`config.mk`:
```
export PLATFORM = sky130hd
export DESIGN_NAME = alarm_sequencer_flat
export DESIGN_NICKNAME = d
export VERILOG_FILES = /design/src/rtl/alarm_sequencer_if.sv /design/src/rtl/alarm_sequencer.sv /design/src/flat_wrapper.sv
export SDC_FILE = /design/constraint.sdc
export NUM_CORES = 1
export LEC_CHECK = 0
export BUFFER_PORTS_ARGS = -buffer_cell sky130_fd_sc_hd__buf_2
export CORE_AREA = 10 10 53 60
export DETAILED_ROUTE_END_ITERATION = 10
export DIE_AREA = 0 0 63 70
export PLACE_DENSITY = 0.82
export SLEW_MARGIN = 30
export SYNTH_ARGS = -nofsm -noshare
export SYNTH_HDL_FRONTEND = slang
export SYNTH_SLANG_ARGS = --single-unit
```
`constraint.sdc`:
```
create_clock -name clk_1hz -period 4.1 [get_ports clk_1hz]
set_clock_uncertainty 0.1 [all_clocks]
set_input_delay 0.615 -clock clk_1hz [delete_from_list [all_inputs] [get_ports clk_1hz]]
set_output_delay 0.615 -clock clk_1hz [all_outputs]
set_load 0.005 [all_outputs]
```
`src/rtl/alarm_sequencer_if.sv`:
```
// Alarm sequencer control/status bundle.
// Inputs: armed, time_match, snooze_btn, dismiss_btn (levels, already synchronised).
// Outputs: state, ringing, beep, display_on, snooze_count.
interface alarm_sequencer_if;
  logic       armed;
  logic       time_match;
  logic       snooze_btn;
  logic       dismiss_btn;
  logic [1:0] state;
  logic       ringing;
  logic       beep;
  logic       display_on;
  logic [2:0] snooze_count;

  // Controller / stimulus side: drives requests, observes status.
  modport master (
    output armed, time_match, snooze_btn, dismiss_btn,
    input  state, ringing, beep, display_on, snooze_count
  );

  // Sequencer side.
  modport slave (
    input  armed, time_match, snooze_btn, dismiss_btn,
    output state, ringing, beep, display_on, snooze_count
  );
endinterface

```
`src/rtl/alarm_sequencer.sv`:
```
// Purpose: alarm clock ring/snooze/dismiss sequencer driven by a 1 Hz clock.
// Latency: all outputs decode registered state; input effects appear one clk_1hz edge later.
// Backpressure: none; button presses are edge events and are ignored where not meaningful.
//
// Ports: clk_1hz (sole clock), reset (async, active-high), bus (alarm_sequencer_if.slave):
//   armed/time_match levels, snooze_btn/dismiss_btn levels (rising edge = press),
//   state (IDLE=0 RING=1 SNOOZE=2 LOCKOUT=3), ringing, beep, display_on, snooze_count.
module alarm_sequencer #(
  parameter int RING_SECONDS   = 300,
  parameter int SNOOZE_SECONDS = 540,
  parameter int MAX_SNOOZE     = 3
) (
  input  logic              clk_1hz,
  input  logic              reset,
  alarm_sequencer_if.slave  bus
);

  typedef enum logic [1:0] {
    IDLE    = 2'd0,
    RING    = 2'd1,
    SNOOZE  = 2'd2,
    LOCKOUT = 2'd3
  } state_t;

  localparam logic [9:0] RING_LOAD   = 10'(RING_SECONDS - 1);
  localparam logic [9:0] SNOOZE_LOAD = 10'(SNOOZE_SECONDS - 1);
  localparam logic [2:0] MAX_CNT     = 3'(MAX_SNOOZE);

  state_t     cur_state;
  logic [9:0] timer;          // shared by RING and SNOOZE
  logic       phase;          // toggles each RING cycle; drives the beep/blank cadence
  logic [2:0] snooze_count;
  logic       snooze_q;
  logic       dismiss_q;

  logic snooze_press;
  logic dismiss_press;

  assign snooze_press  = bus.snooze_btn  & ~snooze_q;
  assign dismiss_press = bus.dismiss_btn & ~dismiss_q;

  always_ff @(posedge clk_1hz or posedge reset) begin
    if (reset) begin
      cur_state    <= IDLE;
      timer        <= '0;
      phase        <= 1'b0;
      snooze_count <= '0;
      snooze_q     <= 1'b0;
      dismiss_q    <= 1'b0;
    end else begin
      snooze_q  <= bus.snooze_btn;
      dismiss_q <= bus.dismiss_btn;

      case (cur_state)
        IDLE: begin
          if (bus.armed && bus.time_match) begin
            cur_state <= RING;
            timer     <= RING_LOAD;
            phase     <= 1'b1;
          end
        end

        RING: begin
          // Disarm and dismiss outrank everything; a snooze at the count
          // limit falls through to the normal countdown.
          if (!bus.armed || dismiss_press) begin
            cur_state    <= LOCKOUT;
            timer        <= '0;
            phase        <= 1'b0;
            snooze_count <= '0;
          end else if (snooze_press && (snooze_count < MAX_CNT)) begin
            cur_state    <= SNOOZE;
            timer        <= SNOOZE_LOAD;
            snooze_count <= snooze_count + 3'd1;
          end else if (timer == 10'd0) begin
            cur_state    <= LOCKOUT;
            phase        <= 1'b0;
            snooze_count <= '0;
          end else begin
            timer <= timer - 10'd1;
            phase <= ~phase;
          end
        end

        SNOOZE: begin
          if (!bus.armed || dismiss_press) begin
            cur_state    <= LOCKOUT;
            timer        <= '0;
            phase        <= 1'b0;
            snooze_count <= '0;
          end else if (timer == 10'd0) begin
            // Return to ringing without re-checking time_match.
            cur_state <= RING;
            timer     <= RING_LOAD;
            phase     <= 1'b1;
          end else begin
            timer <= timer - 10'd1;
          end
        end

        LOCKOUT: begin
          // Wait out the match window so it cannot retrigger.
          if (!bus.time_match) begin
            cur_state <= IDLE;
          end
        end

        default: begin
          cur_state <= IDLE;
        end
      endcase
    end
  end

  assign bus.state        = cur_state;
  assign bus.ringing      = (cur_state == RING);
  assign bus.beep         = (cur_state == RING) & phase;
  assign bus.display_on   = ~((cur_state == RING) & ~phase);
  assign bus.snooze_count = snooze_count;

endmodule

```
`src/flat_wrapper.sv`:
```
// flat-port wrapper written by rule: the top's interface ports become plain ports
module alarm_sequencer_flat 
#(
  parameter int RING_SECONDS   = 300,
  parameter int SNOOZE_SECONDS = 540,
  parameter int MAX_SNOOZE     = 3
)
  (clk_1hz, reset, bus_armed, bus_time_match, bus_snooze_btn, bus_dismiss_btn, bus_state, bus_ringing, bus_beep, bus_display_on, bus_snooze_count);
  alarm_sequencer_if bus_i ();
  input  logic clk_1hz;
  input  logic reset;
  input wire logic [$bits(bus_i.armed)-1:0] bus_armed;
  input wire logic [$bits(bus_i.time_match)-1:0] bus_time_match;
  input wire logic [$bits(bus_i.snooze_btn)-1:0] bus_snooze_btn;
  input wire logic [$bits(bus_i.dismiss_btn)-1:0] bus_dismiss_btn;
  output wire logic [$bits(bus_i.state)-1:0] bus_state;
  output wire logic [$bits(bus_i.ringing)-1:0] bus_ringing;
  output wire logic [$bits(bus_i.beep)-1:0] bus_beep;
  output wire logic [$bits(bus_i.display_on)-1:0] bus_display_on;
  output wire logic [$bits(bus_i.snooze_count)-1:0] bus_snooze_count;
  assign bus_i.armed = bus_armed;
  assign bus_i.time_match = bus_time_match;
  assign bus_i.snooze_btn = bus_snooze_btn;
  assign bus_i.dismiss_btn = bus_dismiss_btn;
  assign bus_state = bus_i.state;
  assign bus_ringing = bus_i.ringing;
  assign bus_beep = bus_i.beep;
  assign bus_display_on = bus_i.display_on;
  assign bus_snooze_count = bus_i.snooze_count;
  alarm_sequencer #(.RING_SECONDS(RING_SECONDS), .SNOOZE_SECONDS(SNOOZE_SECONDS), .MAX_SNOOZE(MAX_SNOOZE)) u_core (.clk_1hz(clk_1hz), .reset(reset), .bus(bus_i));
endmodule
```
## Yosys cells after proc, flatten, opt, wreduce, memory -nomap -nowiden

Index checks and enable logic that the tools add are counted.

- Register bits: 18
- Input port bits: 6
- Output and inout port bits: 8
- Logic and storage cells: 66

- $add $sub $neg: 2
- Order comparisons: 1
- Equal/unequal tests: 10
- Muxes and demuxes: 27
- Bitwise logic cells: 8
- Reductions and logical operators: 12

Operator list:

| kind | number |
|---|---|
| $mux W10 | 6 |
| $pmux W10 S3 | 1 |
| $mux W2 | 7 |
| $mux W3 | 4 |
| $logic_not A10 Y1 | 1 |
| $sub A10 B1 Y10 const B | 1 |
| $pmux W2 S4 | 1 |
| $reduce_and A4 Y1 | 2 |
| $mux W1 | 6 |
| $pmux W3 S2 | 1 |
| $reduce_and A3 Y1 | 2 |
| $and A1 B1 Y1 | 4 |
| $eq A2 B2 Y1 const B | 2 |
| $ne A2 B1 Y1 const B | 2 |
| $ne A4 B1 Y1 const B | 1 |
| $ne A4 B2 Y1 const B | 1 |
| $not A1 Y1 | 4 |
| $add A3 B1 Y3 const B | 1 |
| $lt A3 B2 Y1 const B | 1 |
| $ne A3 B1 Y1 const B | 1 |
| $ne A3 B2 Y1 const B | 1 |
| $pmux W1 S3 | 1 |
| $reduce_bool A3 Y1 | 1 |
| $eq A2 B1 Y1 const B | 1 |
| other kinds (6) | 7 |

## Longest topological paths before layout

Gate-level depths: netlist of run 1.

- Depth after elaboration: 6
- Depth in mapped cells: 8
- Gate-level depth less buffers: 7

## Worst setup path before layout of run 1

Ideal clock, no wire load.

- Kind: flip-flop to flip-flop
- From: register u_core.timer[0]
- To: register u_core.timer[7]
- Data arrival time: 1692 ps
- Data required time: 3878 ps
- Setup slack: 2187 ps
- Cell stages (with the launch flop): 8
- Path buffers: 0
- Cell sequence: dfrtp_1 inv_1 ha_1 nor2b_1 nand3_2 o31ai_4 nor2_2 a32o_1

- Word-level cells in the longest chain between the ends: 5

Ends and longest elaborated chain:

| what | line | RTL |
|---|---|---|
| from (decl) | alarm_sequencer.sv:30 | `logic [9:0] timer;` |
| from (signal assigned) | alarm_sequencer.sv:80 | `timer <= timer - 10'd1;` |
| from (signal assigned) | alarm_sequencer.sv:97 | `timer <= timer - 10'd1;` |
| $sub A10 B1 Y10 | alarm_sequencer.sv:80, alarm_sequencer.sv:97 |  |
| $mux W10 | alarm_sequencer.sv:75 | `end else if (timer == 10'd0) begin` |
| $mux W10 | alarm_sequencer.sv:71 | `end else if (snooze_press && (snooze_count < MAX_CNT)) begin` |
| $mux W10 | alarm_sequencer.sv:66 | `if (!bus.armed \|\| dismiss_press) begin` |
| $pmux W10 S3 | alarm_sequencer.sv:54 | `case (cur_state)` |

Parallel ways exist; a longest one is shown, timed or not. The select of a mux whose other input is x is not followed.
A chain may end at the register's enable or synchronous reset.

## Worst setup path after layout of run 1

- From: register u_core.cur_state[0] (netlist: u_core.bus.state[0])
- To: register u_core.timer[2]

- Word-level cells in the longest chain between the ends: 3

Ends and longest elaborated chain:

| what | line | RTL |
|---|---|---|
| from (decl) | alarm_sequencer.sv:29 | `state_t cur_state;` |
| from (signal assigned) | alarm_sequencer.sv:44 | `cur_state <= IDLE;` |
| from (signal assigned) | alarm_sequencer.sv:57 | `cur_state <= RING;` |
| from (signal assigned) | alarm_sequencer.sv:67 | `cur_state <= LOCKOUT;` |
| $eq A2 B1 Y1, or another cell as far along | alarm_sequencer.sv:54 |  |
| $ne A4 B2 Y1 (no source line), or another cell as far along | -- |  |
| $reduce_and A3 Y1 (no source line) | -- |  |

Parallel ways exist; a longest one is shown, timed or not.

==> results of run 1 <==
[layout make-up]
type / count / area [sq um] / area share, %
clock buffers: 4 / 36.3 / 2.78
inverters: 10 / 37.5 / 2.87
multi-input cells: 103 / 679 / 52.0
flip-flops and latches: 18 / 450 / 34.5
well taps: 30 / 37.5 / 2.87
repair buffers: 13 / 65.1 / 4.98
[state kept, by name, indices dropped and copies added (netlist names)]
| name | count |
|---|---|
| u_core.bus.snooze_count | 3 |
| u_core.bus.state | 2 |
| u_core.dismiss_q | 1 |
| u_core.phase | 1 |
| u_core.snooze_q | 1 |
| u_core.timer | 10 |
[cells in the mapped netlist (2+ instances only)]
cell type  instances
nand2_1           10
o2bb2ai_1          2
ha_1               7
nand3_1            8
and3_1             4
a2bb2oi_1          4
dfrtp_1           18
inv_1             10
a22o_1             2
o21ai_0            9
nor2_1             8
o211ai_1           3
or3_1              2
nor3_1             6
o21ai_1            8
a21oi_1            7
nor2b_1            2
nand2b_1           2
[final timing paths]
| check | start | end | slack (ns) | depth (start not counted) |
|---|---|---|---|---|
| min in group clk_1hz | bus_dismiss_btn | u_core.dismiss_q | 0.33 | 1 |
| max in group asynchronous | reset | u_core.bus.state[0] | 3.20 | 2 |
| worst max register to register | u_core.bus.state[0] | u_core.timer[2] | 1.83 | 7 |
| worst min register to register | u_core.timer[5] | u_core.timer[5] | 0.42 | 1 |
| worst max-delay path | u_core.bus.state[0] | u_core.timer[2] | 1.83 | 7 |
| worst min-delay path | reset | u_core.timer[7] | 0.28 | 2 |
[metal layers]
| metal | up-vias | wire [microns] |
|---|---|---|
| met2 | 33 | 1310 |
| met3 | 11 | 99 |
| met5 | - | 0 |
| li1 | 527 | - |
| met1 | 512 | 1140 |
| met4 | 0 | 73 |
[report_power, final]
part	internal (mW)	switching (mW)
combinational	0.241	0.351
clock	0.0543	0.0583
sequential	0.240	0.0623
total	0.535	0.471
[kinds of logic (layout without fill, tap and decap cells)]
logic type / after synthesis / in the layout / synth area share [%]
AO/OA/AOI/OAI: 47 / 47 / 27.8
adder cells (fa/ha/maj): 7 / 7 / 7.41
buffers and inverters: 12 / 27 / 4.44
flip-flops: 18 / 18 / 38.1
multiplexers: 2 / 2 / 1.80
AND/OR/NAND/NOR: 47 / 47 / 20.4
[critical path, cell delays in order, from the launching register on]
cell	delay, ns
dfrtp_1	0.47
inv_1	0.11
ha_1	0.24
a21boi_1	0.15
nor2_1	0.25
o31a_1	0.45
o21ai_0	0.16
a22o_1	0.25
[stage by stage]
step / power (mW) / instances / cell area, sq um / setup slack (ns)
floorplan: 0.758 / 133 / 1180 / 2.19
detailed placement: 0.890 / 174 / 1270 / 1.86
global placement: 0.866 / 174 / 1270 / 1.92
global route: 1.10 / 178 / 1310 / 1.69
finish: 1.01 / 178 / 1310 / 1.83
CTS: 1.01 / 178 / 1310 / 1.86
[layout by cell type, fill, tap and decap left out, types with 3 or more instances in the layout]
cell,Yosys,layout
clkbuf_4,0,3
nand3_1,8,8
a2bb2oi_1,4,4
nand2_1,10,10
buf_2,0,13
nor3_1,6,6
o211ai_1,3,3
inv_1,10,10
o21ai_0,9,9
a21oi_1,7,7
dfrtp_1,18,18
ha_1,7,7
nor2_1,8,8
and3_1,4,4
o21ai_1,8,8
==> out/qor.txt, run 1 <==
Fillers: 183
DRT iter0 DRCs: 49
Synth area leaders: dfrtp_1, ha_1, o21ai_0, nand3_1, o21ai_1
syn nets: 146
buffers added on ports: 13
crit path DAT: 2.37 ns
DIE HEIGHT: 70 microns
max-slew violation count: 0
GRT overflow: 0
Final Hold Fails: 0
DIE AREA: 0.00441 sq mm
final antenna-violating net count: 0
CTS Buf Count: 3
Tot GR Track Use: 12.1%
clock transition at the registers of the reported paths: 0.10 ns
Core ar.: 0.00209 sq mm
layout cells sized above 1: 14.9%
Vias per Instance: 6.08
antenna violations before repair: 0
Crit Path Max Fanout: 12
largest net degree at the start of global routing: 19
Yosys reg bits: 18
Nets: 162
Util after Layout: 62.4%
met1 Use GR: 13.8%
Layout area overhead: 10.5%
Critical Path RT: 4.21 ns
H-tree levels: 1
Initial Util: 56.5%
critical path class: reg2reg
Async S/R FF share, synth: 100%
Slew headroom: 56.4%
DRT Pass-1 Iters: 4
setup bufs post-CTS: 0
min Tclk post-route: 2.27 ns
ys flop type: dfrtp_1
first-pass GRT wire length: 4.53 mm
Pleak: 0.591 nW
Mean Syn Cell Area: 8.89 sq um
yosys warns: 0
RD Place Congestion: 0.896
status: finished clean
IO Pins: 14
hold buffer count at CTS: 0
Via Count: 1083
die extent in x: 63 microns
Synth cell types: 39
met2 Usage GRT: 20.9%
post-cts sizing count: 0
post-DP HPWL: 2.04 mm
Syn Inst Count: 133
number of clock sinks: 18
CTS tree: done
met3 Use GR: 2.39%
Synth area leader: dfrtp_1
register area share after synthesis: 38.1%
Final Cycle Share: 55.3%
max frequency: 441 MHz
Final TNS setup: 0 ns
drt drc: 0
Mapped Area: 0.00118 sq mm
unrepaired setup endpoints after global routing: no
gr busiest metal: met2
mean routed wirelength per cell: 14.7 microns
maximum clock path buffer count: 2
# diodes: 0
crit start category: flop
Power Density: 771 mW/mm^2
CP endpoint kind: flop
share of the synthesized area in the top cell type: 38.1%
Clock Latency Late Sink: 0.30 ns
Fin Hold WS: 0.279 ns
Post-synth EDFFs: 0
vias in the first global route: 1025
final wirelength: 2.62 mm
Worst Max-Slew Pin Slew: 0.653 ns
max-cap violations: 0
Root Buffer: clkbuf_4
VDD IR max: 0.499 mV
# setup viols final: 0
Tightest Hold Check Type: in2async
Site Rows: 18
Note: power is estimated with default switching activity, not from simulation.
==> run 2, diff against run 1 <==
- CORE_AREA: 10 10 53 60 -> 10 10 55 62
- DIE_AREA: 0 0 63 70 -> 0 0 65 72
- PLACE_DENSITY: 0.82 -> 0.76
- clock period: 4.1 -> 2.35 ns (I/O delays scaled with it)
==> run 2 against run 1 <==
Clock power up 34%. Flip-flop and latch count is the same. Hold slack worse by 0.23 ns. Via count shrank 0.18%.
==> out/qor.txt, run 2 (synthesis results as in run 1) <==
status: finished clean
Root Buffer: clkbuf_4
antenna violations before repair: 0
Slew headroom: 55.1%
Crit Path Max Fanout: 9
H-tree levels: 1
Pleak: 0.589 nW
Worst Max-Slew Pin Slew: 0.672 ns
CTS tree: done
Tightest Hold Check Type: in2async
min Tclk post-route: 2.18 ns
register area: 450 sq um
IO Pins: 14
non-filler cells, final: 178
final wirelength: 2.63 mm
placed instance area: 0.00128 sq mm
maximum clock path buffer count: 2
final antenna-violating net count: 0
commonest non-fill, non-tap cell in the layout: dfrtp_1
Final Cycle Share: 92.8%
die extent in x: 65 microns
Initial Util: 54.1%
Final Hold Fails: 0
Fin Hold WS: 0.0452 ns
Via Count: 1081
GRT overflow: 0
unrepaired setup endpoints after global routing: no
CP endpoint kind: flop
Critical Path RT: 2.48 ns
layout cells sized above 1: 15.5%
crit start category: flop
clock transition at the registers of the reported paths: 0.10 ns
Clock Latency Late Sink: 0.29 ns
number of clock sinks: 18
CTS Buf Count: 3
hold buffer count at CTS: 0
max frequency: 458 MHz
DRT Pass-1 Iters: 4
post-DP HPWL: 2.08 mm
first-pass GRT wire length: 4.64 mm
Core ar.: 0.00218 sq mm
VDD IR max: 0.824 mV
worst reg-to-reg setup slack: 0.17 ns
DRT iter0 DRCs: 24
Final TNS setup: 0 ns
# diodes: 0
buffers added on ports: 13
# setup viols final: 0
Layout area overhead: 10.1%
largest net degree at the start of global routing: 19
max-slew violation count: 0
Power Density: 1330 mW/mm^2
Largest register FFs: 10
Tot Pwr: 1.73 mW
Fillers: 208
Site Rows: 18
RD Place Congestion: 0.934
Vias per Instance: 6.07
post-route cell area: 0.00130 sq mm
DIE HEIGHT: 72 microns
Tot GR Track Use: 12.0%
Multi-input gate area: 681 sq um
Nets: 163
max-cap violations: 0
Largest Register: u_core.timer
DIE AREA: 0.00468 sq mm
critical path class: reg2reg
drt drc: 0
crit path DAT: 2.31 ns
most frequent cells in the layout: dfrtp_1, buf_2, inv_1, nand2_1, o21ai_0
placed insts: 175
vias in the first global route: 1048
mean routed wirelength per cell: 14.8 microns
[run 2: changes by cell type in the layout (fill, tap and decap cells not counted), sizes merged]
cell,before,now
buf,13,14
clkbuf,4,3
[run 2: final cells by class]
class,count,area share (%)
timing repair buffer,14,5.58
inverter,10,2.88
tap,30,2.88
clock buffer,3,1.73
multi-input combinational,103,52.3
sequential,18,34.6
[run 2: per-stage QoR]
stage	util, %	setup slack [ns]
2_1_floorplan	-	0.437
3_3_place_gp	58.5	0.138
3_5_place_dp	58.5	0.0876
4_1_cts	59.5	0.0601
5_1_grt	59.6	0.0129
6_report	59.6	0.168
[run 2: worst paths after layout]
| kind | startpoint | endpoint | cells past startpoint |
|---|---|---|---|
| min in group clk_1hz | bus_dismiss_btn | u_core.dismiss_q | 1 |
| worst max register to register | u_core.bus.state[1] | u_core.timer[6] | 6 |
| worst min-delay path | reset | u_core.bus.snooze_count[1] | 2 |
| worst max-delay path | u_core.bus.state[1] | u_core.timer[6] | 6 |
| worst min register to register | u_core.timer[5] | u_core.timer[5] | 1 |
| max in group asynchronous | reset | u_core.timer[7] | 2 |
[run 2: metal layers]
metal | routed length, microns | global-route usage [%] | share of wire, %
met5 | 0 | 0 | 0
met4 | 38 | 3.10 | 1.4
met3 | 134 | 3.38 | 5.1
met2 | 1290 | 20.5 | 49
met1 | 1170 | 14.3 | 44
[run 2: power breakdown]
group | total, mW | switching, mW | internal (mW)
logic | 1.05 | 0.609 | 0.438
registers | 0.529 | 0.110 | 0.419
clock network | 0.151 | 0.0912 | 0.0596
total | 1.73 | 0.810 | 0.916
[run 2: what timing repair did]
action,4_1_cts,5_1_grt
endpoints found under the setup margin,0,2
resized for setup,0,1
buffers inserted,0,0
[run 2: worst max-delay path, stage by stage (launching register included)]
cell	delay, ns
dfrtp_1	0.47
inv_1	0.12
ha_1	0.27
nand3_1	0.33
o32a_1	0.47
o21ai_0	0.19
a22o_1	0.17
